<file path="config.mk">
export PLATFORM = sky130hd
export DESIGN_NAME = imem_fetch_ctrl
export DESIGN_NICKNAME = d
export VERILOG_FILES = /design/src/rtl/imem_fetch_ctrl.sv
export SDC_FILE = /design/constraint.sdc
export NUM_CORES = 1
export LEC_CHECK = 0
export CAP_MARGIN = 20
export CORE_MARGIN = 1.5
export CORE_UTILIZATION = 35
export DETAILED_ROUTE_END_ITERATION = 12
export HOLD_SLACK_MARGIN = 0.12
export PLACE_DENSITY = 0.71
export SETUP_SLACK_MARGIN = 0.5
export SYNTH_ARGS = -nofsm -noshare
export SYNTH_HDL_FRONTEND = slang
export SYNTH_SLANG_ARGS = --single-unit
</file>
<file path="constraint.sdc">
create_clock -name clk -period 2.95 [get_ports clk]
set_input_delay 0.59 -clock clk [delete_from_list [all_inputs] [get_ports clk]]
set_output_delay 0.59 -clock clk [all_outputs]
set_load 0.05 [all_outputs]
</file>
<file path="src/rtl/imem_fetch_ctrl.sv">
// imem_fetch_ctrl
// ---------------------------------------------------------------------------
// Fetch sequencer and instruction-memory port arbiter. It owns the program
// counter and, while the core is running, drives the IMEM address port from
// it. While idle or halted, the same port belongs to an external program
// loader. Fetched words go to decode through one registered valid/ready stage.
// Jump and branch redirects from downstream load the PC here and flush that
// stage.
//
// Ports
//   clk, reset              clock and synchronous active-high reset
//   start                   IDLE->RUN (PC=RESET_PC), HALTED->RUN (PC kept)
//   halt_req                RUN->HALTED, stops fetching
//   redirect, redirect_pc   load PC and flush the output stage
//   ld_valid/addr/data      loader write request
//   ld_ready                loader may write (IDLE or HALTED)
//   imem_addr/rdata         IMEM byte address and combinational read data
//   imem_we/wdata           IMEM write strobe and write data
//   if_valid/ready          output stage handshake towards decode
//   if_instr, if_pc         fetched instruction and its byte address
//   state                   IDLE=00 RUN=01 HALTED=10 FAULT=11
//   fault                   sticky fault flag, cleared only by reset
//   fetch_count             number of accepted transfers, wrapping
// ---------------------------------------------------------------------------
module imem_fetch_ctrl #(
  parameter logic [31:0] RESET_PC   = 32'h0000_0000,
  parameter int unsigned IMEM_DEPTH = 4096
) (
  input  logic        clk,
  input  logic        reset,
  input  logic        start,
  input  logic        halt_req,
  input  logic        redirect,
  input  logic [31:0] redirect_pc,
  input  logic        ld_valid,
  input  logic [31:0] ld_addr,
  input  logic [31:0] ld_data,
  output logic        ld_ready,
  output logic [31:0] imem_addr,
  input  logic [31:0] imem_rdata,
  output logic        imem_we,
  output logic [31:0] imem_wdata,
  output logic        if_valid,
  input  logic        if_ready,
  output logic [31:0] if_instr,
  output logic [31:0] if_pc,
  output logic [1:0]  state,
  output logic        fault,
  output logic [31:0] fetch_count
);

  typedef enum logic [1:0] {
    ST_IDLE   = 2'b00,
    ST_RUN    = 2'b01,
    ST_HALTED = 2'b10,
    ST_FAULT  = 2'b11
  } state_e;

  localparam logic [31:0] DEPTH_W = 32'(IMEM_DEPTH);

  state_e      state_q, state_d;
  logic [31:0] pc_q, pc_d;
  logic [31:0] if_instr_q, if_instr_d;
  logic [31:0] if_pc_q, if_pc_d;
  logic [31:0] fetch_count_q, fetch_count_d;
  logic        if_valid_q, if_valid_d;
  logic        fault_q, fault_d;

  logic        loader_owns_port;
  logic        ld_legal;
  logic        pc_legal;
  logic        xfer;
  logic        stage_free;

  // The loader owns the port in IDLE and HALTED; RUN and FAULT present the PC.
  assign loader_owns_port = (state_q == ST_IDLE) || (state_q == ST_HALTED);
  // Gating with reset keeps the memory from being written while reset is held.
  assign ld_ready   = loader_owns_port & ~reset;
  assign ld_legal   = (ld_addr[1:0] == 2'b00) && ({2'b00, ld_addr[31:2]} < DEPTH_W);
  assign imem_we    = ld_valid & ld_ready & ld_legal;
  assign imem_wdata = ld_data;
  assign imem_addr  = loader_owns_port ? ld_addr : pc_q;

  assign pc_legal   = (pc_q[1:0] == 2'b00) && ({2'b00, pc_q[31:2]} < DEPTH_W);
  assign xfer       = if_valid_q & if_ready;
  // The stage can take a new word if it is empty or is handing its word over now.
  assign stage_free = ~if_valid_q | if_ready;

  always_comb begin
    state_d       = state_q;
    pc_d          = pc_q;
    if_instr_d    = if_instr_q;
    if_pc_d       = if_pc_q;
    fault_d       = fault_q;
    // An accepted entry leaves the stage unless something refills it below.
    if_valid_d    = if_valid_q & ~if_ready;
    fetch_count_d = fetch_count_q + {31'd0, xfer};

    if (state_q != ST_FAULT) begin
      if (redirect) begin
        // No fetch on a redirect edge; the target is checked when fetched.
        pc_d       = redirect_pc;
        if_valid_d = 1'b0;
        if (halt_req && (state_q == ST_RUN)) begin
          state_d = ST_HALTED;
        end
      end else if (halt_req && (state_q == ST_RUN)) begin
        state_d = ST_HALTED;
      end else if (start && (state_q == ST_IDLE)) begin
        state_d = ST_RUN;
        pc_d    = RESET_PC;
      end else if (start && (state_q == ST_HALTED)) begin
        state_d = ST_RUN;
      end else if ((state_q == ST_RUN) && stage_free) begin
        if (pc_legal) begin
          if_instr_d = imem_rdata;
          if_pc_d    = pc_q;
          if_valid_d = 1'b1;
          pc_d       = pc_q + 32'd4;
        end else begin
          // PC is kept so the faulting address stays visible on imem_addr.
          state_d    = ST_FAULT;
          fault_d    = 1'b1;
          if_valid_d = 1'b0;
        end
      end
    end
  end

  always_ff @(posedge clk) begin
    if (reset) begin
      state_q       <= ST_IDLE;
      pc_q          <= RESET_PC;
      if_valid_q    <= 1'b0;
      if_instr_q    <= 32'd0;
      if_pc_q       <= 32'd0;
      fault_q       <= 1'b0;
      fetch_count_q <= 32'd0;
    end else begin
      state_q       <= state_d;
      pc_q          <= pc_d;
      if_valid_q    <= if_valid_d;
      if_instr_q    <= if_instr_d;
      if_pc_q       <= if_pc_d;
      fault_q       <= fault_d;
      fetch_count_q <= fetch_count_d;
    end
  end

  assign state       = state_q;
  assign fault       = fault_q;
  assign if_valid    = if_valid_q;
  assign if_instr    = if_instr_q;
  assign if_pc       = if_pc_q;
  assign fetch_count = fetch_count_q;

endmodule

</file>
==> results.toml <==
[run_status]
outcome = "finished, final reports clean"

[finish]
seq_area_mm2 = 0.00265
stdcell_area_mm2 = 0.00932
num_antenna_cells = 0
final_util_pct = 54.3
nNetsFinal = 1024
multi_input_area_mm2 = 0.00315
final_common_cell = "clkdlybuf4s50_1"
syn2layout_area_growth_pct = 52.2
stdcell_count = 1124
fill_cells = 1604
drive_gt1_share_pct = 16.6
final_cell_mix = "clkdlybuf4s50_1 (192), dfxtp_1 (129), nor2_1 (86), mux2i_1 (43)"

[route]
ant_nets = 0
dr.pass1.iters = 5
routed_wirelength_mm = 18.1
drtIter0Drc = 180
drc = 0
routedWlPerCell_um = 16.1
viasPerCell = 5.13
vias = 5768

[floorplanning]
core-area_mm2 = 0.0172
ios = 301
die_w_um = 135
die-height_um = 135
die-area_mm2 = 0.0183
rows = 48
start_util_pct = 35.6

[critical_path]
path_buf_inv = 2
cpLargestDelayFamily = "buffers and inverters"
cp-end-kind = "primary output"
critPathSlowestCell = "clkdlybuf4s50_1"
slowest_delay_ns = 0.47
cp.arrival_ns = 1.84
cp_cell_sequence = "clkdlybuf4s50_1, nor4_1, nand4_1, nor2_2, buf_12"
r2r_cells = 5
cp_num_cells = 5
required_ns = 2.36
critPathMaxFanout = 2
critPathKind = "input port to primary output"
worstSetupStartpointType = "input port"

[global_routing]
grt_max_degree = 85
gr-total-overflow = 0
grt_usage_pct = 19.7
grt_pass1_vias = 5449
antenna_found_initial = 0
grt_first_pass_wirelength_mm = 28.5

[pwr]
cellLeakagePower_nw = 3.25
pwr-share-seq_pct = 40.0
pwr_density_cell_mw_per_mm2 = 500
combPwrFrac_pct = 14.1
total_power_mw = 4.66
max-vdd-ir-drop_uv = 366
netSwitchingPower_mw = 1.28
pwr-share-clk_pct = 45.8
sw_frac_of_total_pct = 27.5
internal_power_mw = 3.38

[worst_hold_path]
hp-class = "flop to flop"
min_delay_path_depth = 1

[synthesis]
ys_seq_area_share_pct = 43.2
synth_warnings = 0
synth_compound_area_share_pct = 11.0
synthTopCellsByArea = "dfxtp_1 (43%), mux2i_1 (7.2%), mux2_2 (5.9%)"
synth_nets = 817
synth_edf_count = 0
synth_xor_area_share_pct = 3.29
yosys_register_bits = 132
synth.distinct_cells = 50
synth_area_mm2 = 0.00612
synth_simple_gate_area_share_pct = 21.6
yosysTopAreaCell = "dfxtp_1"
synth-adder-area-share_pct = 0.613
syn_avg_cell_area_um2 = 9.02
synth.top_cell.area_share_pct = 43.2
syn_inst = 679
synth_top_family_by_area = "simple AND/OR/NAND/NOR gates"
muxShareOfSynthArea_pct = 13.1
async_flop_share_pct = 0
synthFlopType = "dfxtp_1"

[clocking]
clk_pin_slew_ns = 0.06
cts_sinks = 132
numCtsBuffers = 17
root_buffer = "clkbuf_16"
cts_tree = "built"
htreeDepth = 4
cts_setup_buffers = 0
postCtsHoldBufs = 0
clk_latency_ns = 0.42
clk_path_buf_depth = 2

[timing]
finalHoldViolations = 0
max-slew-margin-rel_pct = 34.8
setup_viol = 0
timing.final.max_slew_violations = 0
worstMarginPinSlew_ns = 0.974
fin_setup_tns_ns = 0
timing.hold.ws_ns = 0.456
worst_slack_ns = 0.521
max_freq_mhz = 412
rsz0062_at_grt = "false"
period_needed_ns = 2.43
clock-skew-final_ns = 0.0127
period_share_pct = 82.3

[placed_design]
hpwl_mm = 13.2
place.gp.congestion = 0.835
place_area_mm2 = 0.00865
portBuffers = 236
placedCellCount = 1092
place_ws_ns = 0.0147

[job]
maxCapViolations = 0
[cell usage after synthesis, drive strengths merged, types with 3 or more instances]
cell    instances
a22oi           5
nor3           17
a221oi          4
buf            41
nor2           88
ha              3
nand2b          9
o211ai          8
o32ai           5
dfxtp         132
a22o            9
o31ai           4
a21oi          29
nor4           21
clkbuf         31
nand3          24
and2           21
xor2            8
nand4          12
nor3b           4
or3             5
a211oi          5
o21ai          17
xnor2          15
inv            11
nand2          35
nor2b           5
mux2i          44
or2             5
mux2           32
and3            3
or4             8
[path summary, 6_finish.rpt]
check        slack, ns           start              end
max reg2reg       0.69  fetch_count[7]  fetch_count[28]
min               0.46       if_pc[20]        if_pc[20]
max               0.52     ld_addr[15]          imem_we
min reg2reg       0.46       if_pc[20]        if_pc[20]
[final cells by class]
| type | count | share of cell area (%) |
|---|---|---|
| tap | 225 | 3.02 |
| inverter | 11 | 0.443 |
| clock buffer | 17 | 4.56 |
| sequential | 132 | 28.4 |
| clock inverter | 15 | 1.87 |
| timing repair buffer | 260 | 28.0 |
| multi-input combinational | 464 | 33.8 |
[logic make-up (layout without fill, tap and decap cells)]
group	after synthesis	count (layout)
flip-flops	132	132
buffers and inverters	83	303
multiplexers	76	76
AO/OA/AOI/OAI	100	100
XOR/XNOR	23	23
AND/OR/NAND/NOR	262	262
adder cells (fa/ha/maj)	3	3
[worst reg2reg max path: cells and delay by family, from the launching register on]
family / cells / cell delay [ns]
AO/OA/AOI/OAI: 1 / 0.08
AND/OR/NAND/NOR: 4 / 1.66
flip-flops: 1 / 0.45
[flip-flops by register name, summed over array words and instances (netlist names)]
| name | cells |
|---|---|
| fault | 1 |
| fetch_count | 32 |
| if_instr | 32 |
| if_pc | 32 |
| if_valid | 1 |
| pc_q | 32 |
| state | 2 |
[routing by layer]
metal	vias to the layer above	global-route usage [%]	share of wire (%)
li1	2816	-	-
met1	2674	25.1	43
met2	252	32.3	47
met3	26	5.65	8.7
met4	0	5.91	1.4
met5	-	0	0
[repair_timing]
item                                    in CTS  in global routing
endpoints found under the setup margin      21                 71
pin swaps                                    3                  4
resized for setup                           53                 14
[power by group through the flow]
stage / clock network (mW) / logic, mW / registers, mW
2_1_floorplan: 0 / 0.477 / 1.90
3_3_place_gp: 0 / 0.659 / 1.90
3_5_place_dp: 0 / 0.663 / 1.90
4_1_cts: 2.19 / 0.658 / 1.86
5_1_grt: 2.26 / 0.701 / 1.87
6_report: 2.13 / 0.658 / 1.86
No activity file was read; power rests on OpenSTA's default activity.
